<file path="src/rtl/ifu_fetch.sv">
// rtl/ifu_fetch.sv - instruction fetch unit: one outstanding imem request, redirect-aware
// Holds the fetched word for decode; misaligned redirects yield a faulted NOP without a fetch.
module ifu_fetch #(
  parameter logic [31:0] RESET_PC = 32'h8000_0000
) (
  input  logic        clk,
  input  logic        rst,
  output logic        imem_req_valid,
  input  logic        imem_req_ready,
  output logic [31:0] imem_req_addr,
  input  logic        imem_resp_valid,
  input  logic [31:0] imem_resp_data,
  input  logic        imem_resp_err,
  input  logic        redirect_valid,
  input  logic [31:0] redirect_pc,
  output logic        inst_valid,
  input  logic        inst_ready,
  output logic [31:0] inst,
  output logic [31:0] inst_pc,
  output logic        inst_fault
);

  localparam logic [1:0]  S_REQ   = 2'd0;
  localparam logic [1:0]  S_WAIT  = 2'd1;
  localparam logic [1:0]  S_OUT   = 2'd2;
  localparam logic [1:0]  S_DRAIN = 2'd3;
  localparam logic [31:0] NOP     = 32'h0000_0013;

  logic [1:0]  r_state;
  logic [31:0] r_pc;
  logic [31:0] r_inst;
  logic [31:0] r_inst_pc;
  logic        r_inst_fault;
  // Set while a faulted NOP sits in OUT but an abandoned response is still due.
  logic        r_stale;

  logic        w_hs;
  logic        w_misaligned;
  logic [31:0] w_pc_seq;
  logic        w_pend;

  assign imem_req_valid = (r_state == S_REQ) & ~rst;
  assign imem_req_addr  = r_pc;
  assign inst_valid     = (r_state == S_OUT);
  assign inst           = r_inst;
  assign inst_pc        = r_inst_pc;
  assign inst_fault     = r_inst_fault;

  assign w_hs         = imem_req_valid & imem_req_ready;
  assign w_misaligned = (redirect_pc[1:0] != 2'b00);
  // Sequential PC is forced back to word alignment even after a misaligned redirect.
  assign w_pc_seq     = {r_pc[31:2] + 30'd1, 2'b00};

  // A memory response is still owed after this cycle.
  always_comb begin
    w_pend = 1'b0;
    case (r_state)
      S_REQ:   w_pend = w_hs;
      S_WAIT:  w_pend = ~imem_resp_valid;
      S_DRAIN: w_pend = ~imem_resp_valid;
      default: w_pend = r_stale & ~imem_resp_valid;
    endcase
  end

  always_ff @(posedge clk or posedge rst) begin
    if (rst) begin
      r_state      <= S_REQ;
      r_pc         <= RESET_PC;
      r_inst       <= 32'd0;
      r_inst_pc    <= 32'd0;
      r_inst_fault <= 1'b0;
      r_stale      <= 1'b0;
    end else if (redirect_valid) begin
      r_pc <= redirect_pc;
      if (w_misaligned) begin
        r_state      <= S_OUT;
        r_inst       <= NOP;
        r_inst_pc    <= redirect_pc;
        r_inst_fault <= 1'b1;
        r_stale      <= w_pend;
      end else begin
        r_state <= w_pend ? S_DRAIN : S_REQ;
        r_stale <= 1'b0;
      end
    end else begin
      case (r_state)
        S_REQ: begin
          if (w_hs) r_state <= S_WAIT;
        end
        S_WAIT: begin
          if (imem_resp_valid) begin
            r_inst       <= imem_resp_err ? NOP : imem_resp_data;
            r_inst_pc    <= r_pc;
            r_inst_fault <= imem_resp_err;
            r_state      <= S_OUT;
          end
        end
        S_OUT: begin
          if (inst_ready) begin
            r_pc    <= w_pc_seq;
            r_state <= (r_stale & ~imem_resp_valid) ? S_DRAIN : S_REQ;
            r_stale <= 1'b0;
          end else if (imem_resp_valid) begin
            r_stale <= 1'b0;
          end
        end
        default: begin
          if (imem_resp_valid) r_state <= S_REQ;
        end
      endcase
    end
  end

endmodule

</file>
<file path="config.mk">
export PLATFORM = sky130hd
export DESIGN_NAME = ifu_fetch
export DESIGN_NICKNAME = d
export VERILOG_FILES = /design/src/rtl/ifu_fetch.sv
export SDC_FILE = /design/constraint.sdc
export NUM_CORES = 1
export LEC_CHECK = 0
export BUFFER_PORTS_ARGS = -buffer_cell sky130_fd_sc_hd__buf_2
export CAP_MARGIN = 0
export CELL_PAD_IN_SITES_DETAIL_PLACEMENT = 1
export CELL_PAD_IN_SITES_GLOBAL_PLACEMENT = 2
export CORE_MARGIN = 2
export CORE_UTILIZATION = 33
export CTS_BUF_LIST = sky130_fd_sc_hd__clkbuf_8
export DETAILED_ROUTE_END_ITERATION = 8
export PLACE_DENSITY = 0.95
export SETUP_SLACK_MARGIN = 0.3
export SLEW_MARGIN = 15
export SYNTH_ARGS = -nofsm -noshare
export SYNTH_HDL_FRONTEND = slang
export SYNTH_SLANG_ARGS = --single-unit
</file>
<file path="constraint.sdc">
create_clock -name clk -period 4.8 [get_ports clk]
set_clock_uncertainty 0.1 [all_clocks]
set_input_delay 0.24 -clock clk [delete_from_list [all_inputs] [get_ports clk]]
set_output_delay 0.24 -clock clk [all_outputs]
set_load 0.005 [all_outputs]
</file>
# After elaboration in Yosys (flattened, before gate mapping)
# Index checks and enable logic that the tools add are counted.
[classes] add_sub_neg=1 n_eq_ne=7 muxes=31 n_bitwise=5 reduce_logical=13
[ops] operator="32-bit two-way mux" n=12
[ops] operator="30-bit by 1-bit adder with 30-bit output (second input constant)" n=1
[ops] operator="2-bit two-way mux" n=8
[ops] operator="2-bit nonzero test" n=5
[ops] operator="1-bit two-way mux" n=9
[ops] operator="3-bit != test (second input constant)" n=2
[ops] operator="2-bit case mux with 3 select lines" n=1
[ops] operator="2-bit equality test (second input constant)" n=2
[ops] operator="2-bit AND reduction" n=2
[ops] operator="4-bit AND reduction" n=1
[ops] operator="4-bit nonzero test" n=1
[ops] operator="1-bit AND" n=3
[ops] operator="3-bit by 2-bit != test with 1-bit output (second input constant)" n=1
[ops] operator="3-bit AND reduction" n=1
[ops] operator="3-bit nonzero test" n=1
[ops] operator="2-bit by 1-bit equality test with 1-bit output (second input constant)" n=1
[ops] operator="2-bit zero test" n=1
[ops] operator="2-bit by 1-bit != test with 1-bit output (second input constant)" n=1
[ops] operator="1-bit inverter" n=2
[ops] operator="1-bit case mux with 2 select lines" n=1
[ops] operator="2-bit OR reduction" n=1
[word_totals] ff_bits=100 input_bits=71 output_inout_bits=99

# Depth between registers and ports, before layout
# Gate-level depths: netlist of run 1.
[logic_depth] word_depth=7 depth_mapped=7 ltp_nobuf=5

# Least setup slack after synthesis of run 1
# OpenSTA, ideal clock, no wires.
[synth_timing] path_kind="register to register" from="register r_pc[2], in the netlist imem_req_addr[2]" to="register r_pc[28], in the netlist imem_req_addr[28]" setup_time_ns=0.082 arrival_ns=1.863 required_time_ns=4.618 path_slack_ns=2.755 stages_incl_launch_ff=6 path_buffers=0 synth_period_minus_slack_ns=2.045 path_cell_list="dfrtp_1 ha_1 nand4b_1 or4_1 or4_1 a31oi_1"
[synth_between] elab_chain_len=4
[synth_lines] element="start, declared" line="30" rtl="logic [31:0] r_pc;"
[synth_lines] element="start signal, assigned" line="74" rtl="r_pc <= redirect_pc;"
[synth_lines] element="start signal, assigned" line="100" rtl="r_pc <= w_pc_seq;"
[synth_lines] element="30-bit by 1-bit adder with 30-bit output" line="52" rtl="assign w_pc_seq = {r_pc[31:2] + 30'd1, 2'b00};"
[synth_lines] element="32-bit two-way mux" line="99" rtl="if (inst_ready) begin"
[synth_lines] element="32-bit two-way mux" line="86" rtl="case (r_state)"
[synth_lines] element="32-bit two-way mux" line="73" rtl="end else if (redirect_valid) begin"
# Every way passes these cells. The select of a mux whose other input is x is not followed.
# A chain may end at the register's enable or synchronous reset.

# Worst setup path in the final report of run 1
[layout_timing] from="register r_state[1]" to="register r_pc[27], in the netlist imem_req_addr[27]"
[layout_between] elab_chain_len=3
[layout_lines] element="start, declared" line="29" rtl="logic [1:0] r_state;"
[layout_lines] element="start signal, assigned" line="82" rtl="r_state <= w_pend ? S_DRAIN : S_REQ;"
[layout_lines] element="start signal, assigned" line="101" rtl="r_state <= (r_stale & ~imem_resp_valid) ? S_DRAIN : S_REQ;"
[layout_lines] element="2-bit equality test" line="86"
[layout_lines] element="2-bit nonzero test (no line)"
[layout_lines] element="2-bit AND reduction (no line)"
# Every way passes these cells.

==> reports/qor.yml, run 1 <==
status: "complete, no violations"
grt_max_degree: 72
finalHoldViolCount: 0
ant_nets: 0
maxSlewHeadroom: 0.2057
cts_setup_buffers: 0
fin_ws_ns: 2.098
clk_latency_ns: 0.39
ys_warn_count: 0
synth_top_cell_area_share: 0.5286
place_area_mm2: 0.005633
row_count: 43
yosysSeqAreaShare: 0.5342
synth_edf_count: 0
routabilityCongestion: 0.7898
stdcell_count: 848
synth_seq_cells: 100
syn_area_per_cell_um2: 9.972
setup_viol: 0
timing.final.crit_period_ns: 2.702
num_io_pins: 170
arrival_ns: 2.91
clock_sinks: 100
tns_ns: 0
hpwl_um: 10760
die_w_um: 123.2
drtIter0Drc: 211
utilization: 0.4541
cts_hold_buf: 46
vias: 4590
grt_pass1_wl_um: 25230
antenna_found_initial: 0
pre_cts_slack_ns: 2.180
core_mm2: 0.01388
worstSetupStartpointType: "flop"
grtUsageTotal: 0.2143
critical_path_class: "reg -> reg"
syn_area_mm2: 0.004687
worstPathMaxFanout: 16
nets: 734
fin_crit_sh: 0.5629
viasPerCell: 5.413
h-tree-depth: 3
yosys.area.top_type: "dfrtp_1"
wirelength_um: 16030
dp.cells: 785
slew_viol_final: 0
clockBufferDepth: 2
maxClockFrequency_ghz: 0.3701
power.leakage_nw: 2.947
syn_inst: 470
end_kind: "flop"
p_per_area_mw_per_mm2: 322.4
whs_ns: 0.01202
grt_setup_unrepaired: "no"
final_cell_mix: "buf_2, dfrtp_1, nand2_1"
die_y_um: 123.2
min_path_type: "in -> reg"
synth-async-reset-ratio: 1.000
synth_top_cells_by_area: "dfrtp_1, a22o_1, nand2_1"
peakVddDrop_mv: 0.1523
grt_pass1_vias: 4806
filler_cell_count: 1595
cts.reportedPaths.clkPinSlew_ns: 0.10
wire_per_inst_um: 18.91
die-area_mm2: 0.01517
cts-root-buf: "clkbuf_8"
portBuffers: 169
layout.cells.most_common: "buf_2"
synth_ff_type: "dfrtp_1"
first_pass_iters: 4
tightest_slew_ns: 1.190
synth_nets: 542
yosys.cell_types.count: 54
drive_above_1_share: 0.2954
grt.overflow.total: 0
max_cap_violations: 0
total_power_mw: 2.032
cts_tree: "done"
postCtsResizedCells: 0
fin_area_mm2: 0.006304
drc_errors: 0
syn_to_final_growth_pct: 34.49
start_util: 0.3377
cp.required_ns: 5.01
numCtsBuffers: 9
synth_stat cells (6+ instances only):
cell type / n
dfrtp_1: 99
nand2_1: 64
o21ai_0: 33
nor2_1: 31
a22o_1: 29
clkbuf_1: 27
mux2i_1: 19
a31oi_1: 17
nand3_1: 15
nand4_1: 11
or4_1: 11
a21oi_1: 10
nor2b_1: 9
nor3_1: 9
inv_1: 6
cells by family (layout without fill, tap and decap cells):
family                     after synthesis  count (layout)  share of synthesized area
AOI/OAI and AO/OA                      125             125                     0.1853
xor gates and xnor gates                 4               4                   0.007476
adders and majority gates                1               1                   0.002669
buffers and inverters                   44             241                    0.03844
DFF                                    100             100                     0.5342
muxes                                   20              20                    0.04298
other                                    0               1                          0
and+or+nand+nor                        176             176                     0.1890
cell type report:
class | count | area [um^2] | share of cell area
tap | 180 | 225.2 | 0.03573
sequential | 100 | 2504 | 0.3972
timing repair buffer | 218 | 1329 | 0.2108
clock inverter | 7 | 82.58 | 0.01310
inverter | 7 | 28.78 | 0.004565
multi-input combinational | 326 | 2008 | 0.3186
antenna | 1 | 2.502 | 0.0003970
clock buffer | 9 | 123.9 | 0.01965
state kept, by name (all words and copies together), names as in the netlist:
name and flops:
imem_req_addr 32, inst 32, inst_fault 1, inst_pc 32
r_stale 1, r_state 2
worst max-delay path: stages (launching register included):
cell     delay (ns)
dfrtp_1        0.58
and3b_1        0.61
nand4_1        0.50
or4_1          0.64
a31oi_1        0.20
where the power goes:
part / internal (mW) / total (mW) / switching, mW
combinational: 0.194 / 0.415 / 0.221
sequential: 0.934 / 1.03 / 0.0948
clock: 0.249 / 0.588 / 0.339
total: 1.38 / 2.03 / 0.654
per-layer routing:
layer / global-route usage / part of all wire / vias up
li1: - / - / 2116
met1: 0.2627 / 0.42 / 2298
met2: 0.3657 / 0.50 / 146
met3: 0.04613 / 0.050 / 30
met4: 0.08736 / 0.026 / 0
met5: 0 / 0 / -
final timing paths:
| check | slack (ns) | to | start | cells past startpoint |
|---|---|---|---|---|
| worst max-delay path | 2.10 | imem_req_addr[27]$_DFFE_PP0P_ | r_state[1]$_DFFE_PP0P_ | 4 |
| worst max register to register | 2.10 | imem_req_addr[27]$_DFFE_PP0P_ | r_state[1]$_DFFE_PP0P_ | 4 |
| worst min-delay path | 0.01 | imem_req_addr[3]$_DFFE_PP0P_ | redirect_pc[3] | 3 |
| worst min register to register | 0.38 | inst_pc[8]$_DFFE_PP0P_ | inst_pc[8]$_DFFE_PP0P_ | 2 |
| min in group asynchronous | 0.46 | inst[7]$_DFFE_PP0P_ | rst | 3 |
| max in group asynchronous | 3.09 | imem_req_addr[31]$_DFFE_PP1P_ | rst | 4 |
Note: power is estimated with default switching activity, not from simulation.
==> run 2: changes to the inputs <==
ABC_AREA = 1   (was not set)
CORE_UTILIZATION = 28   (was 33)
PLACE_DENSITY = 0.9   (was 0.95)
clock period = 2.73 ns   (was 4.8 ns; I/O delays follow)
==> run 2 against run 1 <==
Utilization is 7.4 points lower. Via count is 16% higher. Largest cell class unchanged. Die area is 30% higher. Sequential cell count stayed put. Global-route usage is 2.4 points lower. Largest power group unchanged.
==> reports/qor.yml, run 2 <==
wire_per_inst_um: 16.33
h-tree-depth: 3
first_pass_iters: 4
critical_path_class: "reg -> reg"
routabilityCongestion: 0.8514
setup_viol: 0
p_per_area_mw_per_mm2: 797.9
rrSetupSlack_ns: 0.76
hold_depth: 3
yosys-top-cells-count: "nand2_1, dfrtp_1, nor2_1, o21ai_0, inv_1"
num_io_pins: 170
synth_most_common_cell: "nand2_1"
cts_setup_buffers: 0
synth_seq_cells: 100
yosys.area.top_type: "dfrtp_1"
seqCellArea_mm2: 0.002504
syn_area_mm2: 0.005195
finalHoldViolCount: 0
grt_setup_unrepaired: "no"
nets: 979
clock_sinks: 100
die_w_um: 140.2
holdPathEnd: "inst_pc[25]$_DFFE_PP0P_"
maxSlewHeadroom: 0.5818
syn_to_final_growth_pct: 32.42
numCtsBuffers: 9
viasPerCell: 4.655
total_power_mw: 5.489
yosys.cell_types.count: 35
cts-root-buf: "clkbuf_8"
diodes: 0
vias: 5311
timing.final.crit_period_ns: 1.971
cts_tree: "done"
row_count: 49
antenna_found_initial: 0
multiInputGateArea_mm2: 0.002276
status: "complete, no violations"
syn_inst: 700
arrival_ns: 2.16
min_path_type: "in -> reg"
drc_errors: 0
maxClockFrequency_ghz: 0.5074
core_mm2: 0.01809
min_from: "redirect_pc[25]"
synth_top_cells_by_area: "dfrtp_1, nand2_1, o21ai_0"
r2r_cells: 9
synth_top_cell_area_share: 0.4769
cts_hold_buf: 48
die-area_mm2: 0.01966
cp.required_ns: 2.92
synth-async-reset-ratio: 1.000
ys_warn_count: 0
grt_pass1_vias: 5483
tightest_slew_ns: 0.6272
r2r_start: "r_state[0]$_DFFE_PP0P_"
grt_max_degree: 101
synth_edf_count: 0
tns_ns: 0
filler_cell_count: 2294
end_kind: "flop"
grt.overflow.total: 0
postCtsResizedCells: 0
syn_area_per_cell_um2: 7.421
peakVddDrop_mv: 0.2979
layout.cells.most_common: "nand2_1"
worstSetupStartpointType: "flop"
clk_latency_ns: 0.40
worstPathMaxFanout: 18
clockBufferDepth: 2
slew_viol_final: 0
yosysSeqAreaShare: 0.4819
fin_crit_sh: 0.7219
drtIter0Drc: 215
grtUsageTotal: 0.1902
synth_nets: 772
grt_pass1_wl_um: 29440
final_cell_mix: "nand2_1, buf_2, dfrtp_1"
max_cap_violations: 0
synth_ff_type: "dfrtp_1"
start_util: 0.2872
portBuffers: 169
wirelength_um: 18630
die_y_um: 140.2
cts.reportedPaths.clkPinSlew_ns: 0.11
r2r-end: "imem_req_addr[10]$_DFFE_PP0P_"
ant_nets: 0
power.leakage_nw: 3.630
hpwl_um: 13200
drive_above_1_share: 0.2423
run 2: changes by cell type in the layout (fill, tap and decap cells not counted), moves of 5 or more:
cell and delta:
or4_1 -11, o21ai_1 +8, nor2b_1 -9, a22o_1 -29
nor2_1 +27, nand2_1 +232, a31oi_1 -11, nor2_4 +5
mux2i_1 -17, nand3_1 +13, o21ai_0 +23, inv_1 +49
or3_1 -5
run 2: metrics by stage:
stage                     hold slack (ns)  setup WS [ns]    util  instance area (um^2)  cells
after floorplan                    0.1461         0.2545       -                  5202    700
after global placement             0.2322         0.8479  0.3440                  6222   1077
after detailed placement           0.2405         0.7801  0.3440                  6222   1077
after CTS                         0.01436         0.7606  0.3804                  6879   1141
after global routing              0.04200         0.6021  0.3804                  6879   1141
final                             0.01350         0.7592  0.3804                  6879   1141
run 2: layer usage:
metal  global-route usage  vias to the layer above  wire, um
met4              0.06380                        0       316
met3              0.03043                       21       946
met2               0.3189                      142      8606
met5                    0                        -         0
li1                     -                     2624         -
met1               0.2510                     2524      8759
run 2: critical path, cell delays in order, from the launching register on:
cell and delay [ns]:
dfrtp_1 0.43, inv_1 0.12, nand2_2 0.10, nand2_1 0.13
nand2_4 0.17, inv_2 0.25, buf_4 0.28, o21ai_0 0.12
nor2_1 0.11, a21oi_1 0.05
run 2: cell families after synthesis:
family,Yosys count,share of synthesized area
DFF,100,0.4819
buffers and inverters,88,0.08068
and+or+nand+nor,417,0.3353
AOI/OAI and AO/OA,92,0.09586
muxes,2,0.003854
adders and majority gates,1,0.002408
run 2: cell type report:
type	instances	share of cell area
Multi-Input combinational cell	512	0.3308
Tap cell	229	0.04165
Sequential cell	100	0.3640
Inverter	59	0.03274
Clock inverter	7	0.007639
Clock buffer	9	0.01801
Timing Repair Buffer	225	0.2052
run 2: how the worst max path moves through the flow:
stage	endpoint	slack, ns	cells after the start	from
6_report	imem_req_addr[10]$_DFFE_PP0P_	0.76	9	r_state[0]$_DFFE_PP0P_
3_5_place_dp	imem_req_addr[22]$_DFFE_PP0P_	0.78	9	r_state[0]$_DFFE_PP0P_
2_1_floorplan	r_state[1]$_DFFE_PP0P_	0.25	7	rst
5_1_grt	imem_req_addr[22]$_DFFE_PP0P_	0.60	9	r_state[0]$_DFFE_PP0P_
3_3_place_gp	imem_req_addr[22]$_DFFE_PP0P_	0.85	9	r_state[0]$_DFFE_PP0P_
4_1_cts	imem_req_addr[10]$_DFFE_PP0P_	0.76	9	r_state[0]$_DFFE_PP0P_
run 2: power by group:
group / internal (mW) / switching [mW] / leakage (nW) / total [mW]
clock: 0.335 / 0.612 / 0.0779 / 0.947
sequential: 1.96 / 0.494 / 1.25 / 2.46
combinational: 0.829 / 1.26 / 2.31 / 2.09
==> run 3: changes to the inputs <==
clock period = 1.9 ns   (was 2.73 ns; I/O delays follow)
==> run 3 against run 2 <==
Setup slack lost 0.46 ns. Critical endpoint is now imem_req_addr[22]$_DFFE_PP0P_. Largest power group is now combinational cells. Hold slack gained 0.021 ns. Clock-buffer cell count is the same. Critical path type unchanged. Register-to-register slack lost 0.46 ns.
==> reports/qor.yml, run 3 (same netlist as run 2, synthesis figures left out) <==
finalHoldViolCount: 0
final_cell_mix: "nand2_1, buf_2, dfrtp_1"
filler_cell_count: 2259
grtUsageTotal: 0.1955
holdPathEnd: "inst_pc[20]$_DFFE_PP0P_"
viasPerCell: 4.743
slowest_delay_ns: 0.44
dp.cells: 1087
clockBufferDepth: 2
setup_viol: 0
cts-root-buf: "clkbuf_8"
cts_tree: "done"
tightest_slew_ns: 0.5786
r2r_cells: 8
wirelength_um: 19480
cp.required_ns: 2.12
fin_crit_sh: 0.8405
numCtsBuffers: 9
grt_setup_unrepaired: "yes"
layout.cells.most_common: "nand2_1"
clkPwrFrac: 0.189
maxClockFrequency_ghz: 0.6262
r2r_start: "imem_req_addr[3]$_DFFE_PP0P_"
utilization: 0.4172
cp_slowest_cell: "dfrtp_1"
p_comb_frac: 0.415
peakVddDrop_mv: 0.4345
diodes: 0
drive_above_1_share: 0.2884
clock_sinks: 100
switching_share: 0.4018
first_pass_iters: 4
internal-power_mw: 5.281
path_cells: "ha_4 -> nand2_4 -> nor2_4 -> nand2_4 -> buf_4 -> nor4_2 -> nor2_1 -> nor2_1"
grt_pass1_wl_um: 30400
row_count: 49
die_w_um: 140.2
stdcell_count: 1179
status: "complete, no violations"
grt.overflow.total: 0
num_io_pins: 170
core_mm2: 0.01809
start_util: 0.2872
ant_nets: 0
hpwl_um: 13440
antenna_found_initial: 0
grt_pass1_vias: 5625
drc_errors: 0
r2r-end: "imem_req_addr[22]$_DFFE_PP0P_"
seq_power_share: 0.396
die-area_mm2: 0.01966
end_kind: "flop"
die_y_um: 140.2
seqCellArea_mm2: 0.002510
arrival_ns: 1.81
timing.final.crit_period_ns: 1.597
critical_path_class: "reg -> reg"
wire_per_inst_um: 16.52
multiInputGateArea_mm2: 0.002405
portBuffers: 169
p_per_area_mw_per_mm2: 1170
min_from: "redirect_pc[20]"
hold_depth: 3
maxSlewHeadroom: 0.6142
slew_viol_final: 0
h-tree-depth: 3
vias: 5592
cts.reportedPaths.clkPinSlew_ns: 0.10
drtIter0Drc: 179
min_path_type: "in -> reg"
power_switching_mw: 3.546
max_cap_violations: 0
syn_to_final_growth_pct: 45.26
grt_max_degree: 101
worstSetupStartpointType: "flop"
routabilityCongestion: 0.8541
nets: 1018
power.leakage_nw: 3.936
worstPathMaxFanout: 4
rrSetupSlack_ns: 0.30
clk_latency_ns: 0.39
==> run 3: per-stage QoR <==
step           total power [mW]  TNS, ns  area [um^2]  hold WS (ns)  setup slack [ns]
3_3_place_gp              6.625        0         6360        0.1935            0.2476
3_5_place_dp              6.696        0         6360        0.1983            0.1757
4_1_cts                   8.661        0         7307      0.004016            0.2747
2_1_floorplan             5.062   -1.357         5202        0.1046           -0.5326
5_1_grt                   9.492        0         7546       0.04334            0.1670
6_report                  8.827        0         7546       0.03482            0.3031
==> run 3: final cells by class <==
type	count	share of cell area
clock buffer	9	0.01642
clock inverter	6	0.01476
inverter	59	0.03018
multi-input combinational	512	0.3187
sequential	100	0.3326
tap	229	0.03797
timing repair buffer	264	0.2494
==> run 3: power groups by stage <==
stage	clock network, mW	logic (mW)	registers (mW)
6_report	1.67	3.66	3.50
5_1_grt	1.79	4.11	3.60
4_1_cts	1.73	3.46	3.47
3_5_place_dp	0	3.18	3.51
3_3_place_gp	0	3.13	3.49
2_1_floorplan	0	1.62	3.45
==> run 3: what timing repair did <==
item / 4_1_cts / 5_1_grt
setup buffers: 5 / 9
gates cloned: 1 / 1
setup endpoints to repair: 62 / 91
endpoints found under the hold margin: 165 / 3
pin swaps: 5 / 11
gates resized for setup: 13 / 38
hold buffers: 60 / 1
==> run 3: routing by layer <==
metal | vias to the layer above | wire (um) | GRT usage
met5 | - | 0 | 0
met4 | 0 | 392 | 0.06273
met3 | 28 | 1183 | 0.04615
met2 | 159 | 9375 | 0.3287
met1 | 2699 | 8524 | 0.2489
li1 | 2706 | - | -
==> run 3: worst max-delay path by stage <==
stage,from,end,depth (start not counted)
after detailed placement,imem_req_addr[3]$_DFFE_PP0P_,imem_req_addr[30]$_DFFE_PP0P_,10
after CTS,imem_req_addr[2]$_DFFE_PP0P_,imem_req_addr[30]$_DFFE_PP0P_,10
after global placement,imem_req_addr[3]$_DFFE_PP0P_,imem_req_addr[8]$_DFFE_PP0P_,8
after floorplan,rst,r_state[1]$_DFFE_PP0P_,7
final,imem_req_addr[3]$_DFFE_PP0P_,imem_req_addr[22]$_DFFE_PP0P_,8
after global routing,imem_req_addr[3]$_DFFE_PP0P_,imem_req_addr[30]$_DFFE_PP0P_,10
==> run 3: critical path, delay by kind of cell (launching register included) <==
family / cells / cell delay (ns)
flip-flops: 1 / 0.44
adder cells (fa/ha/maj): 1 / 0.18
AND/OR/NAND/NOR: 6 / 0.66
buffers and inverters: 1 / 0.15
